===== config.mk =====
export PLATFORM = sky130hd
export DESIGN_NAME = lcd_cmd_sched
export DESIGN_NICKNAME = d
export VERILOG_FILES = /design/src/rtl/lcd_cmd_sched.sv
export SDC_FILE = /design/constraint.sdc
export NUM_CORES = 1
export LEC_CHECK = 0
export ABC_AREA = 1
export BUFFER_PORTS_ARGS = -buffer_cell sky130_fd_sc_hd__buf_4
export CAP_MARGIN = 5
export CORE_MARGIN = 1
export CORE_UTILIZATION = 58
export CTS_BUF_LIST = sky130_fd_sc_hd__clkbuf_16
export DETAILED_ROUTE_END_ITERATION = 8
export PLACE_DENSITY = 0.85
export REMOVE_ABC_BUFFERS = 1
export SETUP_SLACK_MARGIN = 0.15
export SYNTH_ARGS = -nofsm -noshare
export SYNTH_HDL_FRONTEND = slang
export SYNTH_SLANG_ARGS = --single-unit

===== constraint.sdc =====
create_clock -name clk -period 2.7 [get_ports clk]
set_clock_uncertainty 0.05 [all_clocks]
set_input_delay 0.405 -clock clk [delete_from_list [all_inputs] [get_ports clk]]
set_output_delay 0.405 -clock clk [all_outputs]
set_load 0.005 [all_outputs]

===== src/rtl/lcd_cmd_sched.sv =====
// Round-robin command scheduler (requesters A/B) feeding a DEPTH-entry FIFO that issues one command at a time to the LCD engine.
// Optional LCD_SCHED_BYPASS_EN: a legal command arriving at an idle, empty scheduler issues directly (1-edge latency instead of 2).
module lcd_cmd_sched #(
  parameter int DEPTH = 8,
  parameter int PTR_W = 3,
  parameter int ERR_W = 8
) (
  input  logic             clk,
  input  logic             reset,
  input  logic [3:0]       a_cmd,
  input  logic             a_valid,
  output logic             a_ready,
  input  logic [3:0]       b_cmd,
  input  logic             b_valid,
  output logic             b_ready,
  output logic [3:0]       eng_cmd,
  output logic             eng_cmd_valid,
  input  logic             eng_busy,
  input  logic             eng_done,
  output logic             sched_idle,
  output logic             halted,
  output logic [ERR_W-1:0] err_cnt
);

  localparam logic [1:0] S_IDLE  = 2'd0;
  localparam logic [1:0] S_GUARD = 2'd1;
  localparam logic [1:0] S_WAIT  = 2'd2;
  localparam logic [1:0] S_HALT  = 2'd3;

  localparam logic [3:0]     LAST_LEGAL = 4'd11;
  localparam logic [3:0]     WRITE_CMD  = 4'd0;
  localparam logic [PTR_W:0] FULL_CNT   = (PTR_W+1)'(DEPTH);

  logic [1:0]       r_state;
  logic [3:0]       r_mem [DEPTH];
  logic [PTR_W-1:0] r_wptr;
  logic [PTR_W-1:0] r_rptr;
  logic [PTR_W:0]   r_count;
  logic             r_last_b;
  logic             r_is_write;
  logic [3:0]       r_eng_cmd;
  logic             r_eng_cmd_valid;
  logic [ERR_W-1:0] r_err_cnt;

  logic       w_halted;
  logic       w_empty;
  logic       w_can_push;
  logic       w_grant_a;
  logic       w_grant_b;
  logic       w_acc;
  logic [3:0] w_acc_cmd;
  logic       w_acc_legal;
  logic       w_acc_illegal;
  logic       w_issue_fifo;
  logic       w_bypass;
  logic       w_issue;
  logic [3:0] w_issue_cmd;
  logic       w_push;
  logic       w_pop;

  assign w_halted   = (r_state == S_HALT);
  assign w_empty    = (r_count == '0);
  assign w_can_push = (r_count < FULL_CNT) && !w_halted;

  // Contention goes to whoever did not win last; last grant resets to B so A wins first.
  assign w_grant_a = a_valid && (!b_valid || r_last_b);
  assign w_grant_b = b_valid && !w_grant_a;
  assign a_ready   = w_can_push && w_grant_a;
  assign b_ready   = w_can_push && w_grant_b;

  assign w_acc         = a_ready || b_ready;
  assign w_acc_cmd     = a_ready ? a_cmd : b_cmd;
  assign w_acc_legal   = w_acc && (w_acc_cmd <= LAST_LEGAL);
  assign w_acc_illegal = w_acc && (w_acc_cmd > LAST_LEGAL);

  assign w_issue_fifo = (r_state == S_IDLE) && !w_empty && !eng_busy;
`ifdef LCD_SCHED_BYPASS_EN
  assign w_bypass = (r_state == S_IDLE) && w_empty && !eng_busy && w_acc_legal;
`else
  assign w_bypass = 1'b0;
`endif
  assign w_issue     = w_issue_fifo || w_bypass;
  assign w_issue_cmd = w_issue_fifo ? r_mem[r_rptr] : w_acc_cmd;
  assign w_push      = w_acc_legal && !w_bypass;
  assign w_pop       = w_issue_fifo;

  // Storage carries no reset: pointers and count define what is valid.
  always_ff @(posedge clk) begin
    if (w_push) begin
      r_mem[r_wptr] <= w_acc_cmd;
    end
  end

  always_ff @(posedge clk or posedge reset) begin
    if (reset) begin
      r_wptr   <= '0;
      r_rptr   <= '0;
      r_count  <= '0;
      r_last_b <= 1'b1;
    end else begin
      if (w_push) begin
        r_wptr <= r_wptr + 1'b1;
      end
      if (w_pop) begin
        r_rptr <= r_rptr + 1'b1;
      end
      case ({w_push, w_pop})
        2'b10:   r_count <= r_count + 1'b1;
        2'b01:   r_count <= r_count - 1'b1;
        default: r_count <= r_count;
      endcase
      if (w_acc) begin
        r_last_b <= b_ready;
      end
    end
  end

  always_ff @(posedge clk or posedge reset) begin
    if (reset) begin
      r_err_cnt <= '0;
    end else if (w_acc_illegal && (r_err_cnt != '1)) begin
      r_err_cnt <= r_err_cnt + 1'b1;
    end
  end

  always_ff @(posedge clk or posedge reset) begin
    if (reset) begin
      r_state         <= S_IDLE;
      r_eng_cmd       <= '0;
      r_eng_cmd_valid <= 1'b0;
      r_is_write      <= 1'b0;
    end else begin
      r_eng_cmd_valid <= 1'b0;
      case (r_state)
        S_IDLE: begin
          if (w_issue) begin
            r_eng_cmd       <= w_issue_cmd;
            r_eng_cmd_valid <= 1'b1;
            r_is_write      <= (w_issue_cmd == WRITE_CMD);
            r_state         <= S_GUARD;
          end
        end
        // Engine status is not trusted in the cycle right after the strobe.
        S_GUARD: r_state <= S_WAIT;
        S_WAIT: begin
          if (r_is_write) begin
            if (eng_done) begin
              r_state <= S_HALT;
            end
          end else if (!eng_busy) begin
            r_state <= S_IDLE;
          end
        end
        S_HALT:  r_state <= S_HALT;
        default: r_state <= S_IDLE;
      endcase
    end
  end

  assign eng_cmd       = r_eng_cmd;
  assign eng_cmd_valid = r_eng_cmd_valid;
  assign sched_idle    = (r_state == S_IDLE) && w_empty;
  assign halted        = w_halted;
  assign err_cnt       = r_err_cnt;

endmodule


== Word-level counts from Yosys, hierarchy flattened ==
Memories as Yosys holds them, arrays and structs flattened.
Cells that the tools add are included.

* Memories: 1
* Register bits: 27
* Memory bits (writable): 32
* Input port bits: 14
* Logic and storage cells: 63

* Reduce and logical (&&, ||, !) cells: 24
* Eq/ne operators: 9
* Muxes and demuxes: 12
* Magnitude comparators: 3
* Add/subtract/negate cells: 5

{| class="wikitable"
|+ Memories
! memory !! depth !! width !! read ports !! clocked after memory_dff !! wr ports !! line !! source
|-
| r_mem || 8 || 4 || 1 || 0 || 1 || 35 || <nowiki>logic [3:0] r_mem [DEPTH];</nowiki>
|}

{| class="wikitable"
|+ Operators with widths
! operator !! number
|-
| $logic_and 1x1->1 || 11
|-
| $add 8x1->8 const B || 1
|-
| $logic_not 4->1 || 2
|-
| $mux 2 || 4
|-
| $mux 4 || 2
|-
| $ne 8x8->1 const B || 1
|-
| $pmux 2 s4 || 1
|-
| $pmux 4 s2 || 1
|-
| $add 3x1->3 const B || 2
|-
| $eq 2x2->1 const B || 3
|-
| $ne 3x3->1 const B || 2
|-
| $logic_not 1->1 || 5
|-
| $add 4x1->4 const B || 1
|-
| $eq 2x1->1 const B || 2
|-
| $gt 4x4->1 const B || 1
|-
| $le 4x4->1 const B || 1
|-
| $lt 4x4->1 const B || 1
|-
| $mux 1 || 4
|-
| $sub 4x1->4 const B || 1
|-
| $reduce_and 3->1 || 1
|-
| $logic_not 2->1 || 1
|-
| $logic_or 1x1->1 || 2
|-
| $ne 2x2->1 const B || 1
|-
| $reduce_and 2->1 || 1
|-
| $reduce_bool 2->1 || 1
|}

== Depth between registers and ports, before layout ==
Gate-level depths: netlist (run 1).

* Depth in word-level cells: 10
* Gate-level depth with buffers: 15

== Worst setup path before layout (run 1) ==
OpenSTA, ideal clock, no wires.

* Kind: reg-to-reg
* Start point: register r_last_b
* End point: register r_count[2]
* Stages on the path, launching flop included: 14
* Setup time: 0.128 ns
* Required time: 2.522 ns
* Arrival: 2.131 ns
* Buffers on the path: 0
* Path slack: 0.391 ns
* Cells stage by stage: dfstp_2 -> o21ai_4 -> nor2_8 -> inv_4 -> nand2_2 -> nand2_4 -> nand2_2 -> nand2_2 -> ha_1 -> xor2_1 -> ha_1 -> a21oi_1 -> xor2_1 -> o21ai_0

{| class="wikitable"
|+ RTL lines
! element !! line !! source
|-
| start: declaration || 39 || <nowiki>logic r_last_b;</nowiki>
|-
| start signal: assignment || 113 || <nowiki>r_last_b <= b_ready;</nowiki>
|-
| $logic_or 1x1->1 * || 66 || <nowiki>assign w_grant_a = a_valid && (!b_valid || r_last_b);</nowiki>
|-
| $logic_and 1x1->1 * || 66 ||
|-
| $logic_and 1x1->1 * || 68 || <nowiki>assign a_ready = w_can_push && w_grant_a;</nowiki>
|-
| named net a_ready || 12 || <nowiki>output logic a_ready,</nowiki>
|-
| $mux 4 * || 72 || <nowiki>assign w_acc_cmd = a_ready ? a_cmd : b_cmd;</nowiki>
|-
| named net w_acc_cmd[3] || 51 || <nowiki>logic [3:0] w_acc_cmd;</nowiki>
|-
| $le 4x4->1 * || 73 || <nowiki>assign w_acc_legal = w_acc && (w_acc_cmd <= LAST_LEGAL);</nowiki>
|-
| $logic_and 1x1->1 * || 73 ||
|-
| $eq 2x1->1 or $eq 2x2->1 (tied branches) || 107 || <nowiki>case ({w_push, w_pop})</nowiki>
|-
| $pmux 4 s2 or $reduce_bool 2->1 (tied branches) || -- ||
|-
| end signal: assignment || 108 || <nowiki>2'b10: r_count <= r_count + 1'b1;</nowiki>
|-
| end signal: assignment || 109 || <nowiki>2'b01: r_count <= r_count - 1'b1;</nowiki>
|-
| end signal: assignment || 110 || <nowiki>default: r_count <= r_count;</nowiki>
|-
| end: declaration || 38 || <nowiki>logic [PTR_W:0] r_count;</nowiki>
|}

Mark *: on every way through the listed nets, which the timed path passes. The rest lies on a longest branch.
A chain may end at the register's enable or synchronous reset.

== Worst setup path in the final report (run 1) ==
* Start point: register r_last_b
* End point: register r_count[2]

{| class="wikitable"
|+ RTL lines
! element !! line
|-
| $logic_or 1x1->1 * || 66
|-
| $logic_and 1x1->1 * || 66
|-
| $logic_and 1x1->1 * || 68
|-
| $mux 4 * || 72
|-
| named net w_acc_cmd[2] || 51
|-
| $le 4x4->1 * || 73
|-
| $logic_and 1x1->1 * || 73
|-
| $eq 2x1->1 or $eq 2x2->1 (tied branches) || 107
|-
| $pmux 4 s2 or $reduce_bool 2->1 (tied branches) || --
|}

Marked as above.

==> results of run 1 <==
==> how the worst min path moves through the flow <==
stage	startpoint	to	slack, ps
6_report	reset	r_count[0]$_DFFE_PP0P_	90
5_1_grt	reset	err_cnt[0]$_DFFE_PP0P_	140
4_1_cts	reset	err_cnt[0]$_DFFE_PP0P_	100
3_5_place_dp	eng_cmd[0]$_DFFE_PP0P_	eng_cmd[0]$_DFFE_PP0P_	420
3_3_place_gp	eng_cmd[2]$_DFFE_PP0P_	eng_cmd[2]$_DFFE_PP0P_	420
2_1_floorplan	reset	eng_cmd[0]$_DFFE_PP0P_	410
==> state kept, by name, summed over array words and instances, names as in the netlist <==
signal and flops:
r_mem 32, err_cnt 8, eng_cmd 4, r_count 4, r_rptr 3, r_wptr 3, r_state 2, eng_cmd_valid 1
r_is_write 1, r_last_b 1
==> tightest hold or removal path: cells and delay by family <==
| family | cells | cell delay [ps] |
|---|---|---|
| buffers and inverters | 3 | 460 |
==> through the flow <==
stage	setup WS (ps)	hold WS, ps	power (mW)	util [%]	instances
after floorplan	391.1	407.0	2.554	-	314
final	276.5	91.25	4.153	73.96	435
after global placement	310.2	415.1	2.960	67.33	413
after detailed placement	134.8	417.5	3.050	67.33	413
after CTS	187.5	99.54	4.071	72.72	429
after global routing	146.7	135.9	4.405	73.96	435
==> metal layers <==
metal / part of all wire [%] / global-route usage (%) / up-vias / routed length, um
li1: - / - / 1103 / -
met1: 39 / 30.04 / 1094 / 2562
met2: 53 / 43.32 / 73 / 3473
met3: 4.3 / 5.350 / 18 / 282
met4: 3.0 / 16.03 / 0 / 197
met5: 0 / 0 / - / 0
==> power by group through the flow <==
| stage | Clock, mW | Combinational [mW] | Sequential (mW) |
|---|---|---|---|
| 6_report | 0.968 | 1.62 | 1.56 |
| 5_1_grt | 1.00 | 1.80 | 1.60 |
| 3_3_place_gp | 0 | 1.41 | 1.55 |
| 4_1_cts | 0.971 | 1.55 | 1.55 |
| 3_5_place_dp | 0 | 1.49 | 1.56 |
| 2_1_floorplan | 0 | 1.05 | 1.50 |
==> synth_stat cells (2+ instances only) <==
cell	number	area [um^2]
nand2_1	97	364.1
ha_1	6	75.07
buf_2	3	15.01
inv_1	47	176.4
edfxtp_1	32	960.9
o21ai_0	5	25.02
nand2_2	10	62.56
nand2_4	3	33.78
nor3_1	2	10.01
nand3_1	27	135.1
nor2_4	2	22.52
a21oi_1	2	10.01
nor2_1	18	67.56
o21ai_2	7	61.31
xor2_1	10	87.58
dfrtp_1	26	650.6
nand4_1	3	18.77
xnor2_1	5	43.79
==> cells by family (layout without fill, tap and decap cells) <==
logic type | count (synthesis) | count (layout) | share of synthesized area [%]
compound gates | 18 | 18 | 4.574
buf+inv | 56 | 104 | 7.763
flops | 59 | 59 | 54.93
xor+xnor | 15 | 15 | 4.406
simple gates | 166 | 166 | 25.81
fa+ha+maj | 6 | 6 | 2.518
==> cell type report <==
cell class                 count  share of cell area (%)
sequential                    59                   45.67
multi-input combinational    205                   31.61
clock buffer                   9                   6.281
inverter                      50                   5.304
clock inverter                 7                  0.8374
tap                           67                   2.338
timing repair buffer          38                   7.955
==> what timing repair did <==
| action | 4_1_cts | 5_1_grt |
|---|---|---|
| resized for setup | 2 | 3 |
| pin swaps | 0 | 4 |
| setup buffers | 0 | 6 |
| setup endpoints to repair | 1 | 1 |
==> results.cfg, run 1 <==
[timing]
finalSetupViolations = 0
slew_viol_final = 0
relSlewSlack_pct = 58.07
tightest_slew_ps = 628.9
finalCritPeriodShare_pct = 89.76
finalHoldViolations = 0
fmax_mhz = 412.6
grt_setup_unrepaired = false
setup_tns_ps = 0
final.min_clock_period_ps = 2423

[power]
pwr-share-clk_pct = 23.3
p_leak_nw = 1.740
peakVddDrop_mv = 0.7371
p_comb_share_pct = 39.0
p_per_area_mw_per_mm2 = 1158
switching_share_pct = 39.72
p_switching_mw = 1.649
internal_power_mw = 2.503
power_frac_seq_pct = 37.7

[worst_setup_path]
r2r_cells = 13
path_max_fanout = 11
end_kind = flip-flop
start_kind = flip-flop
critPathBufInv = 1
worstSetupStartpoint = r_last_b$_DFFE_PP1P_
r2r-start = r_last_b$_DFFE_PP1P_
worstPathCellList = o21ai_4 > nor2_8 > inv_4 > nand2_2 > nand2_4 > nand2_4 > nand2_2 > ha_4 > xor2_1 > ha_1 > a21oi_2 > xor2_1 > o21ai_1
r2r_end = r_count[2]$_DFFE_PP0P_
cpMaxStageDelayCell = dfstp_2
required_ps = 2850
path_depth = 13
crit_end = r_count[2]$_DFFE_PP0P_
cp.arrival_ps = 2570
criticalPathCategory = flip-flop to flip-flop
r2r_slack_ps = 280
critPathMaxStageDelay_ps = 570
critPathTopFamily = flip-flops

[layout]
fin_nets = 383
nFillCells = 305
final_common_cell = nand2_1
mostFrequentLayoutCells = 97 x nand2_1, 49 x inv_1, 38 x buf_4
design_area_mm2 = 0.003586
multi_input_area_mm2 = 0.001134
num_antenna_cells = 0
register_area_mm2 = 0.001638
drive_above_1_share_pct = 22.28
area_delta_synth_final_pct = 20.27

[global_route]
grt_pass1_vias = 2170
grt-ovfl-total = 0
grt_usage_pct = 25.75
grt_antenna_before_repair = 0
grt_max_degree = 28
grt_pass1_wl_um = 9991

[cts]
htreeDepth = 3
cts_sinks = 59
clockBufferDepth = 2
clkLatencyLatePin_ps = 330
numCtsBuffers = 9
clk_pin_slew_ps = 50
cts_tree = done
cts-root-buf = clkbuf_16
postCtsHoldBufs = 0

[synthesis]
synth_ff_type = edfxtp_1
synth_edf_count = 32
syn_avg_cell_area_um2 = 9.318
async_flop_share_pct = 45.76
synth_area_mm2 = 0.002982
yosysWarnings = 0
syn_inst = 320
yosysUniqueCellTypes = 33
yosys_register_bits = 59
synth-seq-area-share_pct = 54.93

[detailed_routing]
first_iter_violations = 190
via_count = 2288
avgRoutedWirePerCell_um = 14.98
drt-total-wl_um = 6515
vias_per_cell = 5.260
drc = 0
drt-pass1-iter-count = 4
ant_nets = 0

[outcome]
status = finished clean

[floorplan]
core_area_mm2 = 0.004848
pin_count = 31
start_util_pct = 61.50
die_x_um = 73.70
row_count = 25
dieArea_mm2 = 0.005432
die-height_um = 73.70

[placed_design]
gp_congestion = 0.7845
port_buffers = 30
placedInstanceArea_mm2 = 0.003264
dpl.hpwl_um = 4171

[flow_run]
maxCapViolations = 0

[hold_path]
hp-class = input port to asynchronous set/reset pin
No activity file was read; power rests on OpenSTA's default activity.
==> run 2, diff against run 1 <==
Settings changed: CORE_UTILIZATION 58 to 35, PLACE_DENSITY 0.85 to 0.58.
==> results.cfg, run 2 (synthesis results as in run 1) <==
[outcome]
status = finished clean

[floorplan]
core_area_mm2 = 0.008217
row_count = 33
die_x_um = 94.30
start_util_pct = 36.29
die-height_um = 94.30
dieArea_mm2 = 0.008892
pin_count = 31

[worst_setup_path]
worstPathCellList = o21ai_4 > nor2_8 > inv_4 > nand2_2 > nand2_4 > nand2_2 > nand2_2 > ha_2 > xor2_1 > ha_1 > a21oi_1 > xor2_1 > o21ai_0
cpMaxStageDelayCell = dfstp_2
start_kind = flip-flop
end_kind = flip-flop
required_ps = 2840
critPathTopFamily = flip-flops
path_max_fanout = 11
r2r_slack_ps = 340
critPathBufInv = 1
crit_path_frequent_cell = nand2_2
critPathMaxStageDelay_ps = 550
cp.arrival_ps = 2500
criticalPathCategory = flip-flop to flip-flop

[layout]
largest_reg_flops = 32
final_common_cell = nand2_1
design_area_mm2 = 0.003612
regMostFlops = r_mem
stdcell_count = 470
mostFrequentLayoutCells = 97 x nand2_1, 50 x inv_1, 35 x buf_4
fin_nets = 380
num_antenna_cells = 0
area_delta_synth_final_pct = 21.15
nFillCells = 796
drive_above_1_share_pct = 21.37

[timing]
tightest_slew_ps = 509.7
fmax_mhz = 424.4
grt_setup_unrepaired = false
finalHoldViolations = 0
setup_tns_ps = 0
final.min_clock_period_ps = 2357
finalSetupViolations = 0
slew_viol_final = 0
whs_ps = 106.3
finalCritPeriodShare_pct = 87.28
relSlewSlack_pct = 65.98
worst_slack_ps = 343.5

[power]
internal_power_mw = 2.536
pwr-share-clk_pct = 25.1
switching_share_pct = 37.50
p_comb_share_pct = 37.5
power_frac_seq_pct = 37.4
p_per_area_mw_per_mm2 = 1123
peakVddDrop_mv = 0.4147
p_switching_mw = 1.521
p_leak_nw = 1.730

[detailed_routing]
via_count = 2130
drt-total-wl_um = 5795
vias_per_cell = 4.532
drc = 0
drt-pass1-iter-count = 4
first_iter_violations = 125
ant_nets = 0
avgRoutedWirePerCell_um = 12.33

[global_route]
grt-ovfl-total = 0
grt_pass1_vias = 2054
grt_antenna_before_repair = 0
grt_pass1_wl_um = 9880
grt_usage_pct = 14.99
grt_max_degree = 28

[placed_design]
dpl.hpwl_um = 4073
placedInstanceArea_mm2 = 0.003319
dp.cells = 452
port_buffers = 30
gp_congestion = 0.7433
place_ws_ps = 197.3

[cts]
htreeDepth = 3
cts_tree = done
clkLatencyLatePin_ps = 320
clk_pin_slew_ps = 50
numCtsBuffers = 9
clockBufferDepth = 2
cts-root-buf = clkbuf_16
cts_sinks = 59

[hold_path]
hp-class = input port to asynchronous set/reset pin

[flow_run]
maxCapViolations = 0
==> run 2: cell types whose count changed in the layout (fill, tap and decap cells not counted), sizes merged <==
| cell | change |
|---|---|
| buf | -3 |
| clkbuf | +1 |
| clkinv | -2 |
| inv | +1 |
==> run 2: path summary, 6_finish.rpt <==
check / from / endpoint / cells after the start
hold / removal: reset / r_count[1]$_DFFE_PP0P_ / 3
min in group clk: eng_busy / eng_cmd_valid$_DFF_PP0_ / 4
setup reg to reg: r_last_b$_DFFE_PP1P_ / r_count[2]$_DFFE_PP0P_ / 13
setup / recovery: r_last_b$_DFFE_PP1P_ / r_count[2]$_DFFE_PP0P_ / 13
max in group asynchronous: reset / r_last_b$_DFFE_PP1P_ / 3
hold reg to reg: eng_cmd[3]$_DFFE_PP0P_ / eng_cmd[3]$_DFFE_PP0P_ / 2
==> run 2: what timing repair did <==
| action | CTS | global route |
|---|---|---|
| resized for setup | 0 | 1 |
| setup buffers | 0 | 2 |
| hold buffers | 0 | 0 |
| hold endpoints to repair | 0 | 0 |
| endpoints found under the setup margin | 0 | 1 |
==> run 2: area by class of cell <==
type,count,area [um^2],share of cell area [%]
clock inverter,6,25.02,0.6928
tap,105,131.4,3.637
timing repair buffer,35,262.8,7.274
clock buffer,10,250.2,6.928
sequential,59,1638,45.34
multi-input combinational,205,1115,30.86
inverter,50,190.2,5.265
==> run 2: worst min-delay path, cell delays in order <==
cell and delay (ps):
buf_4 110, inv_1 40, buf_4 320
==> run 2: power groups by stage <==
stage                     Clock, mW  Combinational [mW]  Sequential [mW]
after floorplan                   0                1.05             1.50
after global placement            0                1.50             1.53
after detailed placement          0                1.52             1.53
after CTS                      1.04                1.53             1.52
after global routing           1.09                1.77             1.55
final                          1.02                1.52             1.52
==> run 2: routing by layer <==
metal	GRT usage (%)	part of all wire [%]	vias up	wire length (um)
li1	-	-	1096	-
met1	19.33	46	989	2648
met2	23.37	49	38	2817
met3	4.126	3.8	7	218
met4	6.538	1.9	0	110
met5	0	0	-	0
==> run 2: per-stage QoR <==
step | util (%) | power, mW
floorplan | - | 2.554
global placement | 40.40 | 3.027
detailed placement | 40.40 | 3.055
CTS | 43.75 | 4.093
global route | 43.96 | 4.407
finish | 43.96 | 4.057
